===== src/rtl/graphite_pkg.sv =====
// Shared types and default parameter values for the VRAM write coalescer.
package graphite_pkg;

   // Coalescer FSM states.
   typedef enum logic [1:0] {
      ST_EMPTY = 2'd0,
      ST_ACCUM = 2'd1,
      ST_WRITE = 2'd2,
      ST_SWAP  = 2'd3
   } state_e;

   localparam int DEF_ADDR_WIDTH      = 16;
   localparam int DEF_PIXEL_WIDTH     = 16;
   localparam int DEF_VRAM_DATA_WIDTH = 64;
   localparam int DEF_FLUSH_TIMEOUT   = 15;

endpackage


===== src/rtl/vram_write_coalescer.sv =====
// Gathers pixel writes that fall into the same VRAM word into one masked
// word write, flushing on word change, full mask, idle timeout or swap.
module vram_write_coalescer
   import graphite_pkg::*;
#(
   parameter int ADDR_WIDTH      = DEF_ADDR_WIDTH,
   parameter int PIXEL_WIDTH     = DEF_PIXEL_WIDTH,
   parameter int VRAM_DATA_WIDTH = DEF_VRAM_DATA_WIDTH,
   parameter int FLUSH_TIMEOUT   = DEF_FLUSH_TIMEOUT
) (
   input  logic                                  clk,
   input  logic                                  reset_i,
   input  logic                                  pix_valid_i,
   output logic                                  pix_ready_o,
   input  logic [ADDR_WIDTH-1:0]                 pix_addr_i,
   input  logic [PIXEL_WIDTH-1:0]                pix_data_i,
   input  logic                                  swap_req_i,
   output logic                                  swap_o,
   output logic                                  vram_sel_o,
   output logic                                  vram_wr_o,
   output logic [VRAM_DATA_WIDTH/PIXEL_WIDTH-1:0] vram_mask_o,
   output logic [ADDR_WIDTH-$clog2(VRAM_DATA_WIDTH/PIXEL_WIDTH)-1:0] vram_addr_o,
   output logic [VRAM_DATA_WIDTH-1:0]            vram_data_out_o,
   input  logic                                  vram_ack_i,
   output logic                                  busy_o
);

   localparam int PPW = VRAM_DATA_WIDTH / PIXEL_WIDTH;
   localparam int L   = $clog2(PPW);
   localparam int WW  = ADDR_WIDTH - L;
   localparam int CW  = (FLUSH_TIMEOUT < 2) ? 1 : $clog2(FLUSH_TIMEOUT + 1);

   state_e                     state_q, state_d;
   logic [WW-1:0]              word_q, word_d;
   logic [VRAM_DATA_WIDTH-1:0] data_q, data_d;
   logic [PPW-1:0]             mask_q, mask_d;
   logic [CW-1:0]              cnt_q, cnt_d;
   logic                       swap_pend_q, swap_pend_d;

   logic [WW-1:0]              in_word;
   logic [L-1:0]               in_lane;
   logic [PPW-1:0]             lane_bit;
   logic                       swap_now;
   logic                       ready_raw;
   logic                       xfer;

   // Replace one pixel lane of a VRAM word, leaving the other lanes intact.
   function automatic logic [VRAM_DATA_WIDTH-1:0] insert_lane(
      input logic [VRAM_DATA_WIDTH-1:0] word,
      input logic [L-1:0]               lane,
      input logic [PIXEL_WIDTH-1:0]     pix
   );
      logic [VRAM_DATA_WIDTH-1:0] r;
      r = word;
      r[int'(lane)*PIXEL_WIDTH +: PIXEL_WIDTH] = pix;
      return r;
   endfunction

   assign in_word  = pix_addr_i[ADDR_WIDTH-1:L];
   assign in_lane  = pix_addr_i[L-1:0];
   assign lane_bit = PPW'(1) << in_lane;

   // A swap request in this cycle already counts as pending, so no pixel can
   // slip in between the request and the flush it triggers.
   assign swap_now = swap_pend_q | swap_req_i;

   // Pixel acceptance: always in EMPTY, in ACCUM only for the held word.
   always_comb begin
      ready_raw = 1'b0;
      case (state_q)
         ST_EMPTY: ready_raw = 1'b1;
         ST_ACCUM: ready_raw = !pix_valid_i || (in_word == word_q);
         default:  ready_raw = 1'b0;
      endcase
   end

   assign pix_ready_o = ready_raw && !swap_now && !reset_i;
   assign xfer        = pix_valid_i && pix_ready_o;

   // Next-state and accumulator update.
   always_comb begin
      state_d     = state_q;
      word_d      = word_q;
      data_d      = data_q;
      mask_d      = mask_q;
      cnt_d       = cnt_q;
      swap_pend_d = swap_now;
      case (state_q)
         ST_EMPTY: begin
            if (xfer) begin
               word_d  = in_word;
               data_d  = insert_lane('0, in_lane, pix_data_i);
               mask_d  = lane_bit;
               cnt_d   = '0;
               state_d = ST_ACCUM;
            end else if (swap_now) begin
               state_d = ST_SWAP;
            end
         end
         ST_ACCUM: begin
            if (xfer) begin
               data_d = insert_lane(data_q, in_lane, pix_data_i);
               mask_d = mask_q | lane_bit;
               cnt_d  = '0;
               if (&mask_d) state_d = ST_WRITE;
            end else if (pix_valid_i || swap_now) begin
               // Different word waiting, or a swap needs the flush first.
               state_d = ST_WRITE;
            end else begin
               cnt_d = cnt_q + 1'b1;
               if (FLUSH_TIMEOUT != 0 && cnt_d == CW'(FLUSH_TIMEOUT)) state_d = ST_WRITE;
            end
         end
         ST_WRITE: begin
            if (vram_ack_i) begin
               word_d  = '0;
               data_d  = '0;
               mask_d  = '0;
               cnt_d   = '0;
               state_d = swap_now ? ST_SWAP : ST_EMPTY;
            end
         end
         ST_SWAP: begin
            swap_pend_d = 1'b0;
            state_d     = ST_EMPTY;
         end
         default: state_d = ST_EMPTY;
      endcase
   end

   // State and accumulator registers; reset abandons any write in flight.
   always_ff @(posedge clk or posedge reset_i) begin
      if (reset_i) begin
         state_q     <= ST_EMPTY;
         word_q      <= '0;
         data_q      <= '0;
         mask_q      <= '0;
         cnt_q       <= '0;
         swap_pend_q <= 1'b0;
      end else begin
         state_q     <= state_d;
         word_q      <= word_d;
         data_q      <= data_d;
         mask_q      <= mask_d;
         cnt_q       <= cnt_d;
         swap_pend_q <= swap_pend_d;
      end
   end

   assign vram_sel_o      = (state_q == ST_WRITE);
   assign vram_wr_o       = (state_q == ST_WRITE);
   assign vram_addr_o     = word_q;
   assign vram_data_out_o = data_q;
   assign vram_mask_o     = mask_q;
   assign swap_o          = (state_q == ST_SWAP);
   assign busy_o          = (state_q != ST_EMPTY) || swap_pend_q;

endmodule


===== config.mk =====
export PLATFORM = sky130hd
export DESIGN_NAME = vram_write_coalescer
export DESIGN_NICKNAME = d
export VERILOG_FILES = /design/src/rtl/graphite_pkg.sv /design/src/rtl/vram_write_coalescer.sv
export SDC_FILE = /design/constraint.sdc
export NUM_CORES = 1
export LEC_CHECK = 0
export ABC_CLOCK_PERIOD_IN_PS = 6100
export CORE_MARGIN = 8
export CORE_UTILIZATION = 33
export CTS_BUF_LIST = sky130_fd_sc_hd__clkbuf_16
export CTS_CLUSTER_SIZE = 24
export DETAILED_ROUTE_END_ITERATION = 7
export PLACE_DENSITY = 0.59
export SLEW_MARGIN = 20
export SYNTH_ARGS = -nofsm -noshare
export SYNTH_HDL_FRONTEND = slang
export SYNTH_SLANG_ARGS = --single-unit

===== constraint.sdc =====
create_clock -name clk -period 6.1 [get_ports clk]
set_input_delay 0.915 -clock clk [delete_from_list [all_inputs] [get_ports clk]]
set_output_delay 0.915 -clock clk [all_outputs]
set_load 0.02 [all_outputs]

==> flow_summary.ini <==
[yosys]
synthTopCellsByArea = dfrtp_1, a32o_1, ha_1
synth-adder-area-share_pct = 4.236
synth_top_area_share_pct = 53.86
synthSimpleGateAreaFrac_pct = 12.22
muxShareOfSynthArea_pct = 0
synth_seq_cells = 89
yosysTopAreaCell = dfrtp_1
avgSynthCellArea_um2 = 11.65
postSynthCellCount = 355
syn_nets = 406
synth_cell_types = 39
ys_warn_count = 0
yosysSeqAreaShare_pct = 53.86
netlist_area_mm2 = 0.004135
synth_top_family_by_area = compound AO/OA/AOI/OAI gates
synth_xor_area_share_pct = 2.965
synth_compound_area_share_pct = 23.03

[timing]
finalCritPeriodShare_pct = 69.77
relSlewSlack_pct = 34.29
rsz0062_at_grt = false
worst_pin_slew_ns = 0.9783
hold_viol_final = 0
setup_tns_ns = 0
maxSlewViolCount = 0
timing.final.ws_setup_ns = 1.844
fin_crit_ns = 4.256
fin_worst_skew_ns = 0.008455
setup_viol = 0
max_freq_mhz = 235.0

[routing]
final_antenna_net_count = 0
wl_per_cell_um = 19.22
drtPass1Iterations = 5
initialDrtViolationCount = 273
vias = 3385
viasPerCell = 5.240
drcViolationCount = 0
wl_um = 12410

[cts]
clk_pin_slew_worst_paths_ns = 0.06
cts_tree = done
cts_hold_buf = 0
cts_buffers = 9
clock_sinks = 89
cts_setup_buffers = 0
root_buffer = clkbuf_16
ctsResizeCount = 0
htreeDepth = 3
clk_path_buf_depth = 2
clock_latency_ns = 0.33

[grt]
antenna_found_initial = 0
grt_overflow = 0
grt_max_degree = 72
grt_pass1_vias = 3557
grt_pass1_wl_um = 19660
grt_use_total_pct = 15.29

[setup_path]
crit_arrival_ns = 3.34
path_buf_inv = 2
end_kind = primary output
worstSetupPathType = in -> out
cp_slowest_cell = clkdlybuf4s50_1
startpoint_type = primary input
path_delay_family = buffers and inverters
cpMostUsedCell = clkdlybuf4s50_1
crit_required_ns = 5.18
crit_fanout = 6
cp_cell_sequence = clkdlybuf4s50_1 -> xnor2_1 -> nand4_1 -> nor4_4 -> nand2b_1 -> a21oi_1 -> nor4_1 -> clkdlybuf4s50_1
slowest_delay_ns = 0.67

[layout]
layout_common_cells = clkdlybuf4s50_1, dfrtp_1, a32o_1, nand2_1, nand2b_1
postLayoutCellArea_mm2 = 0.005798
multiInputGateArea_mm2 = 0.001767
syn2layout_area_growth_pct = 40.21
instances_no_fill = 646
drive_gt1_share_pct = 6.329
num-nets-final = 520
antenna-diode-count = 0
fill_cells = 1175
seq_area_mm2 = 0.002227
mostFrequentLayoutCell = clkdlybuf4s50_1

[place]
place_area_mm2 = 0.005529
hpwl_um = 8807
gp_congestion = 0.8255
dp_slack_ns = 1.862
dp.cells = 630
io_buffers = 123

[floorplan]
row_count = 41
start_util_pct = 33.31
die-area_mm2 = 0.01637
core_region_area_mm2 = 0.01241
die_y_um = 127.9
die_w_um = 127.9
io_pins = 124

[status]
outcome = complete, no violations

[power_and_ir_drop]
peakVddDrop_mv = 0.2008
power.density_mw_per_mm2 = 424.2
p_leak_nw = 2.436

[min_path]
hp-class = reg -> reg

[flow_run]
drv_cap = 0
stage by stage:
stage          hold slack (ns)  util [%]  total power [mW]
2_1_floorplan           0.5170         -             1.541
3_3_place_gp            0.4730     44.32             1.928
4_1_cts                 0.4951     46.70             2.492
3_5_place_dp            0.4800     44.54             1.976
5_1_grt                 0.5122     46.70             2.615
6_report                0.4887     46.70             2.460
kinds of logic (layout without fill, tap and decap cells):
kind of cell / after synthesis / count (layout)
buf+inv: 33 / 152
xor+xnor: 14 / 14
flops: 89 / 89
compound gates: 114 / 114
fa+ha+maj: 14 / 14
simple gates: 91 / 91
area by class of cell:
type,count,area share (%)
multi-input combinational,233,30.47
timing repair buffer,128,22.23
inverter,8,0.5395
clock buffer,9,3.884
sequential,89,38.41
tap,172,3.712
clock inverter,7,0.7553
routing by layer:
layer | track usage (%) | wire (um) | up-vias
li1 | - | - | 1567
met1 | 19.20 | 5393 | 1704
met2 | 24.52 | 5868 | 106
met3 | 4.201 | 977 | 8
met4 | 5.734 | 174 | 0
met5 | 0 | 0 | -
where the power goes:
part | internal [mW] | switching, mW | total (mW)
clock network | 0.276 | 0.229 | 0.504
logic | 0.445 | 0.734 | 1.18
registers | 0.694 | 0.0830 | 0.777
sequential cells by signal, indices dropped and copies added (netlist names):
name and count:
vram_data_out_o 64, cnt_q 4, vram_mask_o 4, state_q 2
vram_addr_o 14, swap_pend_q 1
final timing paths:
path	start	to	slack, ns	depth (start not counted)
max	pix_addr_i[4]	pix_ready_o	1.84	8
min	vram_data_out_o[56]	vram_data_out_o[56]	0.49	1
max reg2reg	vram_addr_o[2]	vram_data_out_o[37]	3.26	6
min reg2reg	vram_data_out_o[56]	vram_data_out_o[56]	0.49	1
max in group asynchronous	reset_i	vram_mask_o[0]	3.99	3
min in group asynchronous	reset_i	vram_addr_o[10]	0.91	2
worst reg2reg max path: stages, from the launching register on:
cell     delay (ns)
dfrtp_1        0.40
xnor2_1        0.20
nand4_1        0.18
nor4_4         0.49
a22oi_2        0.33
nor4_4         0.89
a32o_1         0.28
Yosys cell counts, drive strengths merged:
master   number
a2111o        1
a211oi        1
a21bo         1
a21o          3
a21oi         4
a22o         17
a22oi         1
a2bb2oi       5
a31o          1
a31oi         1
a32o         50
buf          11
clkbuf       14
dfrtp        89
ha           14
inv           8
nand2        27
nand2b       24
nand3         3
nand4         3
nand4b        2
nand4bb       1
nor2         15
nor2b         1
nor3          5
nor3b         1
nor4          3
o21a          2
o21ai        23
o22ai         2
o2bb2ai       1
o41ai         1
or2           2
or3           4
xnor2        14
Note: power is estimated with default switching activity, not from simulation.
